**src/rtl/rv_pkg.sv**
```systemverilog
// Shared definitions for the RV64I decode stage.
//   - Opcode constants for the supported instruction classes.
//   - alu_op encodings consumed by the ALU-control/ALU block.
//   - dec_t: packed control word produced by rv_decode_comb and carried
//     through the skid buffer (the immediate travels alongside it so the
//     struct stays independent of XLEN).
package rv_pkg;

    localparam logic [6:0] OP_R  = 7'b0110011;
    localparam logic [6:0] OP_LD = 7'b0000011;
    localparam logic [6:0] OP_ST = 7'b0100011;
    localparam logic [6:0] OP_BR = 7'b1100011;

    localparam logic [1:0] ALUOP_ADD   = 2'b00;
    localparam logic [1:0] ALUOP_SUB   = 2'b01;
    localparam logic [1:0] ALUOP_RTYPE = 2'b10;

    typedef struct packed {
        logic [1:0] alu_op;
        logic [1:0] f3;
        logic [1:0] f7;
        logic [4:0] rd;
        logic [4:0] rs1;
        logic [4:0] rs2;
        logic       alu_src;
        logic       reg_write;
        logic       mem_read;
        logic       mem_write;
        logic       branch;
        logic       illegal;
    } dec_t;

endpackage

```
**src/rtl/rv_decode_comb.sv**
```systemverilog
// Pure combinational RV64I subset decoder.
// Ports:
//   i_instr  32-bit instruction word
//   o_dec    decoded control word (dec_t)
//   o_imm    XLEN-bit sign-extended immediate (0 for R-type / illegal)
// Supported: R-type add/sub/and/or, ld, sd, beq. Everything else is flagged
// illegal with all enables cleared; register and funct fields are still
// extracted so downstream debug sees the raw indices.
module rv_decode_comb
    import rv_pkg::*;
#(
    parameter int XLEN = 64
) (
    input  logic [31:0]     i_instr,
    output dec_t            o_dec,
    output logic [XLEN-1:0] o_imm
);

    logic [6:0]  w_opcode;
    logic [2:0]  w_funct3;
    logic [6:0]  w_funct7;
    logic [11:0] w_imm_i;
    logic [11:0] w_imm_s;
    logic [12:0] w_imm_b;
    logic        w_r_ok;

    assign w_opcode = i_instr[6:0];
    assign w_funct3 = i_instr[14:12];
    assign w_funct7 = i_instr[31:25];
    assign w_imm_i  = i_instr[31:20];
    assign w_imm_s  = {i_instr[31:25], i_instr[11:7]};
    assign w_imm_b  = {i_instr[31], i_instr[7], i_instr[30:25], i_instr[11:8], 1'b0};

    // funct7=0100000 (sub) is only meaningful together with funct3=000.
    assign w_r_ok = ((w_funct3 == 3'b000) || (w_funct3 == 3'b111) || (w_funct3 == 3'b110)) &&
                    ((w_funct7 == 7'b0000000) ||
                     ((w_funct7 == 7'b0100000) && (w_funct3 == 3'b000)));

    always_comb begin
        o_dec         = '0;
        o_imm         = '0;
        o_dec.f3      = w_funct3[1:0];
        o_dec.f7      = {1'b0, w_funct7[5]};
        o_dec.rd      = i_instr[11:7];
        o_dec.rs1     = i_instr[19:15];
        o_dec.rs2     = i_instr[24:20];
        o_dec.alu_op  = ALUOP_ADD;
        o_dec.illegal = 1'b1;
        case (w_opcode)
            OP_R: begin
                if (w_r_ok) begin
                    o_dec.illegal   = 1'b0;
                    o_dec.alu_op    = ALUOP_RTYPE;
                    o_dec.reg_write = 1'b1;
                end
            end
            OP_LD: begin
                if (w_funct3 == 3'b011) begin
                    o_dec.illegal   = 1'b0;
                    o_dec.alu_op    = ALUOP_ADD;
                    o_dec.alu_src   = 1'b1;
                    o_dec.mem_read  = 1'b1;
                    o_dec.reg_write = 1'b1;
                    o_imm           = {{(XLEN-12){w_imm_i[11]}}, w_imm_i};
                end
            end
            OP_ST: begin
                if (w_funct3 == 3'b011) begin
                    o_dec.illegal   = 1'b0;
                    o_dec.alu_op    = ALUOP_ADD;
                    o_dec.alu_src   = 1'b1;
                    o_dec.mem_write = 1'b1;
                    o_imm           = {{(XLEN-12){w_imm_s[11]}}, w_imm_s};
                end
            end
            OP_BR: begin
                if (w_funct3 == 3'b000) begin
                    o_dec.illegal = 1'b0;
                    o_dec.alu_op  = ALUOP_SUB;
                    o_dec.branch  = 1'b1;
                    o_imm         = {{(XLEN-13){w_imm_b[12]}}, w_imm_b};
                end
            end
            default: ;
        endcase
    end

endmodule

```
**src/rtl/rv_decode_stage.sv**
```systemverilog
// Registered decode stage with a 2-entry skid buffer.
// Ports:
//   clk, rst_n (async active-low), flush (sync discard of buffered entries)
//   in_valid/in_ready/instr       upstream handshake + instruction word
//   out_valid/out_ready           downstream handshake
//   alu_op, f3, f7, rd, rs1, rs2, imm, alu_src, reg_write, mem_read,
//   mem_write, branch, illegal    decoded word held in the main entry
//   illegal_cnt                   saturating count of accepted illegal words
// The main entry M drives the outputs; the skid entry S absorbs one word when
// the consumer stalls. in_ready is simply !S.valid, so it is a register output
// with no combinational path from out_ready.
module rv_decode_stage
    import rv_pkg::*;
#(
    parameter int XLEN  = 64,
    parameter int CNT_W = 8
) (
    input  logic             clk,
    input  logic             rst_n,
    input  logic             flush,
    input  logic             in_valid,
    output logic             in_ready,
    input  logic [31:0]      instr,
    output logic             out_valid,
    input  logic             out_ready,
    output logic [1:0]       alu_op,
    output logic [1:0]       f3,
    output logic [1:0]       f7,
    output logic [4:0]       rd,
    output logic [4:0]       rs1,
    output logic [4:0]       rs2,
    output logic [XLEN-1:0]  imm,
    output logic             alu_src,
    output logic             reg_write,
    output logic             mem_read,
    output logic             mem_write,
    output logic             branch,
    output logic             illegal,
    output logic [CNT_W-1:0] illegal_cnt
);

    dec_t            w_dec;
    logic [XLEN-1:0] w_imm;
    logic            w_accept;
    logic            w_xfer;

    logic             r_m_valid;
    dec_t             r_m_dec;
    logic [XLEN-1:0]  r_m_imm;
    logic             r_s_valid;
    dec_t             r_s_dec;
    logic [XLEN-1:0]  r_s_imm;
    logic [CNT_W-1:0] r_illegal_cnt;

    rv_decode_comb #(.XLEN(XLEN)) u_dec (
        .i_instr (instr),
        .o_dec   (w_dec),
        .o_imm   (w_imm)
    );

    assign in_ready  = !r_s_valid;
    assign out_valid = r_m_valid;
    assign w_accept  = in_valid && in_ready;
    assign w_xfer    = r_m_valid && out_ready;

    // Data fields are never cleared on drain or flush, so the outputs keep
    // their last value while out_valid is low.
    always_ff @(posedge clk or negedge rst_n) begin
        if (!rst_n) begin
            r_m_valid <= 1'b0;
            r_m_dec   <= '0;
            r_m_imm   <= '0;
            r_s_valid <= 1'b0;
            r_s_dec   <= '0;
            r_s_imm   <= '0;
        end else if (flush) begin
            r_m_valid <= 1'b0;
            r_s_valid <= 1'b0;
        end else if (w_xfer) begin
            if (r_s_valid) begin
                // in_ready is low here, so no accept can coincide.
                r_m_dec   <= r_s_dec;
                r_m_imm   <= r_s_imm;
                r_s_valid <= 1'b0;
            end else if (w_accept) begin
                r_m_dec <= w_dec;
                r_m_imm <= w_imm;
            end else begin
                r_m_valid <= 1'b0;
            end
        end else if (w_accept) begin
            if (!r_m_valid) begin
                r_m_valid <= 1'b1;
                r_m_dec   <= w_dec;
                r_m_imm   <= w_imm;
            end else begin
                r_s_valid <= 1'b1;
                r_s_dec   <= w_dec;
                r_s_imm   <= w_imm;
            end
        end
    end

    // Counts words actually taken in; a flushed word was never taken.
    always_ff @(posedge clk or negedge rst_n) begin
        if (!rst_n) begin
            r_illegal_cnt <= '0;
        end else if (w_accept && !flush && w_dec.illegal &&
                     (r_illegal_cnt != {CNT_W{1'b1}})) begin
            r_illegal_cnt <= r_illegal_cnt + CNT_W'(1);
        end
    end

    assign alu_op      = r_m_dec.alu_op;
    assign f3          = r_m_dec.f3;
    assign f7          = r_m_dec.f7;
    assign rd          = r_m_dec.rd;
    assign rs1         = r_m_dec.rs1;
    assign rs2         = r_m_dec.rs2;
    assign imm         = r_m_imm;
    assign alu_src     = r_m_dec.alu_src;
    assign reg_write   = r_m_dec.reg_write;
    assign mem_read    = r_m_dec.mem_read;
    assign mem_write   = r_m_dec.mem_write;
    assign branch      = r_m_dec.branch;
    assign illegal     = r_m_dec.illegal;
    assign illegal_cnt = r_illegal_cnt;

endmodule

```
**config.mk**
```make
export PLATFORM = sky130hd
export DESIGN_NAME = rv_decode_stage
export DESIGN_NICKNAME = d
export VERILOG_FILES = /design/src/rtl/rv_pkg.sv /design/src/rtl/rv_decode_comb.sv /design/src/rtl/rv_decode_stage.sv
export SDC_FILE = /design/constraint.sdc
export NUM_CORES = 1
export LEC_CHECK = 0
export ABC_AREA = 1
export CAP_MARGIN = 20
export CORE_UTILIZATION = 55
export CTS_BUF_LIST = sky130_fd_sc_hd__clkbuf_4 sky130_fd_sc_hd__clkbuf_8
export DETAILED_ROUTE_END_ITERATION = 16
export DONT_BUFFER_PORTS = 1
export MAX_ROUTING_LAYER = met4
export PLACE_DENSITY = 0.76
export SLEW_MARGIN = 20
export SYNTH_ARGS = -nofsm -noshare
export SYNTH_HDL_FRONTEND = slang
export SYNTH_SLANG_ARGS = --single-unit
```
**constraint.sdc**
```tcl
create_clock -name clk -period 1.6 [get_ports clk]
set_clock_uncertainty 0.2 [all_clocks]
set_input_delay 0.16 -clock clk [delete_from_list [all_inputs] [get_ports clk]]
set_output_delay 0.16 -clock clk [all_outputs]
set_load 0.03 [all_outputs]
```
==> results.json, run 1 <==
{
  "status": "complete, but fails checks",
  "core.rowCount": 33,
  "drtIter0Drc": 449,
  "yosysTopAreaCell": "dfrtp_1",
  "critPathRequiredTime_ns": 1.71,
  "synth_top_area_share": 0.475,
  "die_x_um": 93.8,
  "ant_nets": 0,
  "cts-root-buf": "clkbuf_8",
  "synth_area_mm2": 0.00464,
  "design_area_mm2": 0.00630,
  "ys_warn_count": 0,
  "core_mm2": 0.00818,
  "vias": 4315,
  "timing.final.crit_period_ns": 1.81,
  "setup_viol": 133,
  "drc": 0,
  "synthTopCellsByArea": "dfrtp_1 47%, nand2_1 15%, buf_4 9.1%",
  "dieArea_mm2": 0.00880,
  "r2r_start": "r_s_valid",
  "hold_viol": 89,
  "rsz0062_at_grt": "yes",
  "regToRegEndpoint": "r_s_dec[21]",
  "wire_per_inst_um": 19.8,
  "n_fill_cell": 477,
  "min_period_over_period": 1.13,
  "globalplace.congestion": 0.863,
  "avgSynthCellArea_um2": 7.97,
  "hpwl_mm": 7.23,
  "antenna_found_initial": 1,
  "clk_path_buf_depth": 2,
  "drt_pre_antenna_iters": 7,
  "clkLatencyLatePin_ns": 0.36,
  "critPathKind": "flip-flop to flip-flop",
  "clk_pin_slew_ns": 0.10,
  "syn-num-nets": 620,
  "cts_tree": "done",
  "cts.sinks": 88,
  "postPlaceCellArea_mm2": 0.00466,
  "area_delta_synth_final_pct": 35.9,
  "synth_seq_area_share": 0.475,
  "violations": "hold timing, setup timing",
  "wl_mm": 14.5,
  "layout.nets": 661,
  "p_per_area_mw_per_mm2": 1210,
  "track_usage": 0.278,
  "synth.distinct_cells": 31,
  "ir_drop_uv": 1290,
  "synthTopCellsByCount": "187 x nand2_1, 88 x dfrtp_1, 63 x nor2_1, 56 x buf_4, 38 x nand3_1",
  "ioPinCount": 138,
  "fin_ws_ns": -0.208,
  "r2r_cells": 10,
  "drive_above_1_share": 0.358,
  "crit_path_max_fanout": 6,
  "reg2reg_slack_ns": -0.21,
  "maxCapViolations": 0,
  "crit_arrival_ns": 1.92,
  "synth_cells": 582,
  "start_util": 0.567,
  "synth_seq_cells": 88,
  "die_h_um": 93.8,
  "cts_buffers": 9,
  "setup.worst_path.end_class": "flip-flop",
  "yosysMostFrequentCell": "nand2_1",
  "grt_pass1_vias": 3730,
  "hold_slack_ns": -0.718,
  "finish.utilization": 0.771,
  "postSynth.asyncResetShare": 1.00,
  "ys.flop_type": "dfrtp_1",
  "slew_viol_final": 0,
  "numPortBuffers": 0,
  "hold_class": "input pin to asynchronous set/reset pin",
  "synth_edf_count": 0,
  "h-tree-depth": 3,
  "cp-start-kind": "flip-flop",
  "grt_max_degree": 89,
  "grt_pass1_wl_mm": 18.2,
  "gr-total-overflow": 0,
  "via_per_inst": 5.88,
  "clock.fmax_ghz": 0.553,
  "power.leakage_nw": 2.98
}
routing by layer:
metal	share of wire	wire [um]	track usage
met1	0.36	5230	0.345
met4	0.051	744	0.0667
met2	0.50	7230	0.455
met3	0.091	1330	0.0728
met5	0	0	-
worst max-delay path by stage:
| stage | depth (start not counted) | startpoint | endpoint | slack [ns] |
|---|---|---|---|---|
| 2_1_floorplan | 7 | illegal_cnt[0] | illegal_cnt[7] | -0.08 |
| 3_3_place_gp | 8 | illegal_cnt[1] | illegal_cnt[6] | 0.04 |
| 3_5_place_dp | 8 | r_s_valid | imm[6] | -0.02 |
| 4_1_cts | 1 | imm[62] | imm[13] | -0.12 |
| 5_1_grt | 10 | r_s_valid | r_s_dec[21] | -0.24 |
| 6_report | 10 | r_s_valid | r_s_dec[21] | -0.21 |
state kept, by name, indices dropped and copies added (netlist names):
| name | cells |
|---|---|
| alu_src | 1 |
| f7 | 1 |
| out_valid | 1 |
| rd | 5 |
| r_s_dec | 26 |
| rs2 | 5 |
| r_s_imm | 13 |
| branch | 1 |
| r_s_valid | 1 |
| imm | 13 |
| illegal | 1 |
| rs1 | 5 |
| alu_op | 2 |
| mem_read | 1 |
| illegal_cnt | 8 |
| reg_write | 1 |
| f3 | 2 |
| mem_write | 1 |
layout by cell type, fill, tap and decap left out, types with 11 or more instances in the layout:
master	count
nor2_1	36
nand3_2	14
dfrtp_1	83
inv_1	18
nand2_1	152
buf_4	34
nand2_2	27
dlygate4sd3_1	24
buf_12	11
nor2_2	18
nand3_1	24
a21oi_2	18
nor2_4	16
buf_6	12
a31oi_1	19
worst max-delay path, stage by stage, from the launching register on:
cell and delay, ns:
dfrtp_2 0.45, inv_4 0.08, nand2_4 0.06, nor2_4 0.17, buf_6 0.13, nand3_4 0.11
inv_8 0.14, buf_6 0.12, clkbuf_16 0.14, nand2_1 0.06, nand2_1 0.08
logic make-up (layout without fill, tap and decap cells):
family | Yosys count | in the layout | synth area share
fa+ha+maj | 1 | 1 | 0.00270
flops | 88 | 88 | 0.475
simple gates | 312 | 313 | 0.287
xor+xnor | 6 | 6 | 0.0113
compound gates | 74 | 74 | 0.0899
other cells | 1 | 2 | 0.000809
buf+inv | 100 | 145 | 0.134
cell type report:
| class | instances | area [um2] | share of cell area |
|---|---|---|---|
| diodes | 1 | 2.50 | 0.000397 |
| clock buffers | 10 | 138 | 0.0218 |
| clock inverters | 6 | 67.6 | 0.0107 |
| inverters | 26 | 134 | 0.0212 |
| multi-input cells | 395 | 2360 | 0.375 |
| flip-flops and latches | 88 | 2210 | 0.351 |
| well taps | 105 | 131 | 0.0208 |
| repair buffers | 100 | 1220 | 0.193 |
| repair inverters | 3 | 38.8 | 0.00616 |
through the flow:
stage                     setup TNS [ns]  worst slack [ns]  hold WS (ns)  power (W)  std cells
after floorplan                   -0.649           -0.0829        -0.336    0.00484        582
after global placement                 0            0.0436        -0.334    0.00513        650
after detailed placement         -0.0815           -0.0161        -0.333    0.00519        650
after CTS                          -7.19            -0.125        -0.722    0.00694        702
after global routing              -19.31            -0.240        -0.743    0.00799        734
final                             -13.17            -0.208        -0.718    0.00763        734
report_power, final:
part           internal, W  switching, W  total [W]  leakage, nW
Sequential         0.00281      0.000995    0.00380         1.09
Combinational     0.000946       0.00125    0.00220         1.78
Clock             0.000771      0.000857    0.00163       0.0989
repair_timing:
action                                  CTS  global route
hold buffers                             31             1
hold endpoints to repair                163            91
endpoints found under the setup margin   75           122
gates cloned                              2            12
pin swaps                                 5            53
resized for setup                        12           185
setup buffers                             3            19
Power figures use the tool's default switching activity.
==> inputs of run 2 (changes only) <==
--- a/config.mk
+++ b/config.mk
@@ -7,12 +7,12 @@
 export LEC_CHECK = 0
 export ABC_AREA = 1
 export CAP_MARGIN = 20
-export CORE_UTILIZATION = 55
+export CORE_UTILIZATION = 45
 export CTS_BUF_LIST = sky130_fd_sc_hd__clkbuf_4 sky130_fd_sc_hd__clkbuf_8
 export DETAILED_ROUTE_END_ITERATION = 16
 export DONT_BUFFER_PORTS = 1
 export MAX_ROUTING_LAYER = met4
-export PLACE_DENSITY = 0.76
+export PLACE_DENSITY = 0.65
 export SLEW_MARGIN = 20
 export SYNTH_ARGS = -nofsm -noshare
 export SYNTH_HDL_FRONTEND = slang
==> results.json, run 2 (synthesis results as in run 1) <==
{
  "status": "complete, but fails checks",
  "violations": "hold timing, setup timing",
  "drtIter0Drc": 355,
  "cp-start-kind": "flip-flop",
  "antenna_found_initial": 0,
  "design_area_mm2": 0.00709,
  "fin_ws_ns": -0.591,
  "ioPinCount": 138,
  "grt_pass1_vias": 4010,
  "area_delta_synth_final_pct": 53.0,
  "core.rowCount": 36,
  "min_period_over_period": 1.37,
  "setup.worst_path.end_class": "primary output",
  "h-tree-depth": 3,
  "final_cell_mix": "111 x nand2_1, 83 x dfrtp_1, 51 x nand2_2, 33 x nor2_4, 31 x dlygate4sd3_1",
  "path_common_cell": "buf_16",
  "clk_path_buf_depth": 2,
  "critPathRequiredTime_ns": 1.24,
  "largest-register": "r_s_dec",
  "hold_viol": 89,
  "antenna_cells": 0,
  "critPathKind": "flip-flop to primary output",
  "setup_viol": 139,
  "power.leakage_nw": 3.25,
  "cts-root-buf": "clkbuf_8",
  "postPlaceCellArea_mm2": 0.00470,
  "core_mm2": 0.00986,
  "cts_buffers": 9,
  "cts_tree": "done",
  "cpMaxStageDelayCell": "buf_16",
  "tns_ns": -33.38,
  "grt_pass1_wl_mm": 20.9,
  "largest_reg_flops": 26,
  "vias": 4490,
  "grt_max_degree": 89,
  "ff_latch_area_mm2": 0.00221,
  "rsz0062_at_grt": "yes",
  "slowest_delay_ns": 0.58,
  "drive_above_1_share": 0.456,
  "track_usage": 0.254,
  "multi_input_area_mm2": 0.00269,
  "ant_nets": 0,
  "dp_slack_ns": -0.248,
  "holdBufCountCts": 33,
  "gr-total-overflow": 0,
  "layout_commonest_cell": "nand2_1",
  "hold_slack_ns": -0.735,
  "wire_per_inst_um": 22.0,
  "slew_viol_final": 0,
  "p_per_area_mw_per_mm2": 1190,
  "maxCapViolations": 0,
  "numPortBuffers": 0,
  "layout.nets": 677,
  "die_h_um": 104,
  "cts.sinks": 88,
  "clock.fmax_ghz": 0.456,
  "wl_mm": 17.1,
  "n_fill_cell": 660,
  "crit_path_max_fanout": 26,
  "ir_drop_uv": 831,
  "crit_arrival_ns": 1.83,
  "hold_class": "input pin to asynchronous set/reset pin",
  "via_per_inst": 5.79,
  "clkLatencyLatePin_ns": 0.37,
  "timing.final.crit_period_ns": 2.19,
  "start_util": 0.470,
  "globalplace.congestion": 0.857,
  "die_x_um": 104,
  "hpwl_mm": 7.29,
  "clk_pin_slew_ns": 0.10,
  "dieArea_mm2": 0.0107,
  "drt_pre_antenna_iters": 5,
  "drc": 0,
  "crit_chain": "buf_16 -> buf_16"
}
## run 2: worst paths after layout
| kind | from | to | slack (ns) | cells after the start |
|---|---|---|---|---|
| worst max-delay path | imm[62] | imm[50] | -0.59 | 2 |
| worst min-delay path | rst_n | r_s_dec[21] | -0.73 | 0 |
| worst max register to register | r_s_valid | r_s_dec[4] | -0.22 | 9 |
| worst min register to register | r_s_dec[14] | r_s_dec[14] | 0.29 | 2 |
| max in group asynchronous | rst_n | r_s_valid | 1.76 | 0 |
| min in group clk | instr[12] | r_s_dec[23] | 0 | 3 |
## run 2: metrics by stage
stage | power [W] | hold WS [ns] | std cells | utilization
6_report | 0.00843 | -0.735 | 776 | 0.719
5_1_grt | 0.00876 | -0.747 | 776 | 0.719
4_1_cts | 0.00750 | -0.737 | 740 | 0.589
3_5_place_dp | 0.00522 | -0.333 | 675 | 0.477
3_3_place_gp | 0.00515 | -0.333 | 675 | 0.477
2_1_floorplan | 0.00484 | -0.336 | 582 | -
## run 2: final cells by class
cell class | instances | area share
well taps | 133 | 0.0235
inverters | 26 | 0.0192
clock inverters | 6 | 0.0153
clock buffers | 9 | 0.0175
repair buffers | 117 | 0.229
repair inverters | 2 | 0.00441
flip-flops and latches | 88 | 0.312
multi-input cells | 395 | 0.380
## run 2: per-layer routing
layer / vias to the layer above / wire (um) / GRT usage
met5: - / 0 / -
met2: 272 / 8300 / 0.385
met1: 2205 / 6380 / 0.330
met3: 68 / 1640 / 0.0629
met4: 0 / 794 / 0.0911
li1: 1945 / - / -
## run 2: critical path, delay by kind of cell (launching register included)
family | cells | cell delay, ns
buffers and inverters | 2 | 0.98
DFF | 1 | 0.45
## run 2: what timing repair did
action / 4_1_cts / 5_1_grt
pin swaps: 24 / 58
setup buffers: 10 / 18
gates resized for setup: 71 / 228
cloned: 8 / 21
endpoints found under the hold margin: 161 / 88
setup endpoints to repair: 80 / 139
## run 2: where the power goes
group	internal, W	leakage, nW	switching (W)
Clock	0.00103	0.119	0.000875
Combinational	0.00121	2.04	0.00138
Sequential	0.00281	1.09	0.00113
==> inputs of run 3 (changes only) <==
--- a/config.mk
+++ b/config.mk
@@ -7,12 +7,14 @@
 export LEC_CHECK = 0
 export ABC_AREA = 1
 export CAP_MARGIN = 20
-export CORE_UTILIZATION = 45
+export CELL_PAD_IN_SITES_DETAIL_PLACEMENT = 1
+export CELL_PAD_IN_SITES_GLOBAL_PLACEMENT = 2
+export CORE_UTILIZATION = 33
 export CTS_BUF_LIST = sky130_fd_sc_hd__clkbuf_4 sky130_fd_sc_hd__clkbuf_8
 export DETAILED_ROUTE_END_ITERATION = 16
 export DONT_BUFFER_PORTS = 1
 export MAX_ROUTING_LAYER = met4
-export PLACE_DENSITY = 0.65
+export PLACE_DENSITY = 0.8
 export SLEW_MARGIN = 20
 export SYNTH_ARGS = -nofsm -noshare
 export SYNTH_HDL_FRONTEND = slang
==> results.json, run 3 (synthesis results as in run 1) <==
{
  "swShare": 0.393,
  "globalplace.congestion": 0.875,
  "drt_pre_antenna_iters": 4,
  "die_x_um": 121,
  "clkLatencyLatePin_ns": 0.39,
  "cp-start-kind": "flip-flop",
  "comb_power_share": 0.272,
  "rsz0062_at_grt": "yes",
  "drtIter0Drc": 243,
  "core.rowCount": 42,
  "critPathKind": "flip-flop to flip-flop",
  "h-tree-depth": 3,
  "cts-root-buf": "clkbuf_8",
  "setup_viol": 137,
  "reg2reg_slack_ns": -0.19,
  "numPortBuffers": 0,
  "dieArea_mm2": 0.0145,
  "drive_above_1_share": 0.254,
  "crit_path_max_fanout": 7,
  "grt_pass1_wl_mm": 23.0,
  "p_int_w": 0.00462,
  "top_layer_used": "met4",
  "clk_pin_slew_ns": 0.10,
  "layout.nets": 655,
  "timing.final.crit_period_ns": 1.79,
  "drc": 0,
  "die_h_um": 121,
  "via_per_inst": 5.07,
  "power_w": 0.00762,
  "hold_class": "input pin to asynchronous set/reset pin",
  "n_fill_cell": 1578,
  "power.leakage_nw": 2.95,
  "track_usage": 0.215,
  "vias": 4051,
  "ant_nets": 0,
  "ir_drop_uv": 669,
  "gr-total-overflow": 0,
  "dr_wl_met3_um": 957,
  "core_mm2": 0.0135,
  "violations": "hold timing, setup timing",
  "clk_path_buf_depth": 2,
  "cts_buffers": 9,
  "min_period_over_period": 1.12,
  "area_delta_synth_final_pct": 33.2,
  "slew_viol_final": 0,
  "drt-met1-wl_mm": 6.41,
  "hold_viol": 93,
  "largest-register": "r_s_dec",
  "hold_slack_ns": -0.752,
  "switchingPower_w": 0.00300,
  "critPathRequiredTime_ns": 1.71,
  "cts_tree": "done",
  "start_util": 0.345,
  "p_seq_frac": 0.488,
  "clock_power_share": 0.241,
  "crit_arrival_ns": 1.90,
  "fin_ws_ns": -0.188,
  "grt_pass1_vias": 4245,
  "final_cell_mix": "175 x nand2_1, 84 x dfrtp_1, 48 x nor2_1, 32 x nand3_1, 31 x buf_4",
  "hpwl_mm": 8.90,
  "status": "complete, but fails checks",
  "antenna_found_initial": 1,
  "cts.sinks": 88,
  "largest_reg_flops": 26,
  "wl_met2_mm": 7.72,
  "wl_mm": 15.3,
  "clock.fmax_ghz": 0.559,
  "layout_commonest_cell": "nand2_1",
  "ioPinCount": 138,
  "grt_max_degree": 89,
  "wire_per_inst_um": 19.1,
  "maxCapViolations": 0,
  "setup.worst_path.end_class": "flip-flop",
  "p_per_area_mw_per_mm2": 1230
}
## run 3: cell type report
class	instances	area, um2	area share
Sequential cell	88	2210	0.358
Multi-Input combinational cell	395	2100	0.340
Timing Repair Buffer	97	1280	0.207
Tap cell	176	220	0.0357
Clock buffer	10	138	0.0223
Inverter	26	134	0.0217
Clock inverter	6	91.3	0.0148
Antenna cell	1	2.50	0.000405
## run 3: through the flow
step                cell area (um2)  instances  TNS, ns  worst slack (ns)  utilization
finish                         6180        799   -13.13            -0.188        0.459
global route                   6180        799   -20.64            -0.226        0.459
CTS                            5700        783   -10.60            -0.185        0.424
detailed placement             4810        722   -0.846           -0.0582        0.358
global placement               4810        722        0           0.00592        0.358
floorplan                      4660        582   -0.649           -0.0829            -
## run 3: worst paths after layout
kind,startpoint,to,cells past startpoint
worst max-delay path,r_s_valid,r_s_dec[4],9
worst min-delay path,rst_n,rs1[0],0
worst max register to register,r_s_valid,r_s_dec[4],9
worst min register to register,r_s_dec[14],r_s_dec[14],2
max in group asynchronous,rst_n,illegal_cnt[1],0
min in group clk,instr[14],mem_read,5
## run 3: power by group through the flow
| stage | Clock, W | Combinational, W | Sequential, W |
|---|---|---|---|
| after floorplan | 0 | 0.00106 | 0.00379 |
| after global placement | 0 | 0.00154 | 0.00369 |
| after detailed placement | 0 | 0.00162 | 0.00372 |
| after CTS | 0.00187 | 0.00190 | 0.00369 |
| after global routing | 0.00195 | 0.00226 | 0.00379 |
| final | 0.00183 | 0.00207 | 0.00371 |
## run 3: per-layer routing
metal | vias up | GRT usage
li1 | 1896 | -
met1 | 2029 | 0.265
met2 | 110 | 0.352
met3 | 16 | 0.0599
met4 | 0 | 0.0486
met5 | - | -
## run 3: what timing repair did
action                                  4_1_cts  5_1_grt
setup buffers                                 8        8
resized for setup                            38       84
endpoints found under the hold margin       162       92
endpoints found under the setup margin       95      135
gates cloned                                  6        4
pin swaps                                    10       23
hold buffers                                 31        3
## run 3: worst max-delay path, cell delays in order (launching register included)
cell      delay (ns)
dfrtp_1         0.43
inv_4           0.09
nand2_4         0.06
nor2_4          0.14
buf_4           0.14
nand3_4         0.14
clkinv_8        0.14
buf_12          0.13
nor2_1          0.05
a31oi_1         0.17
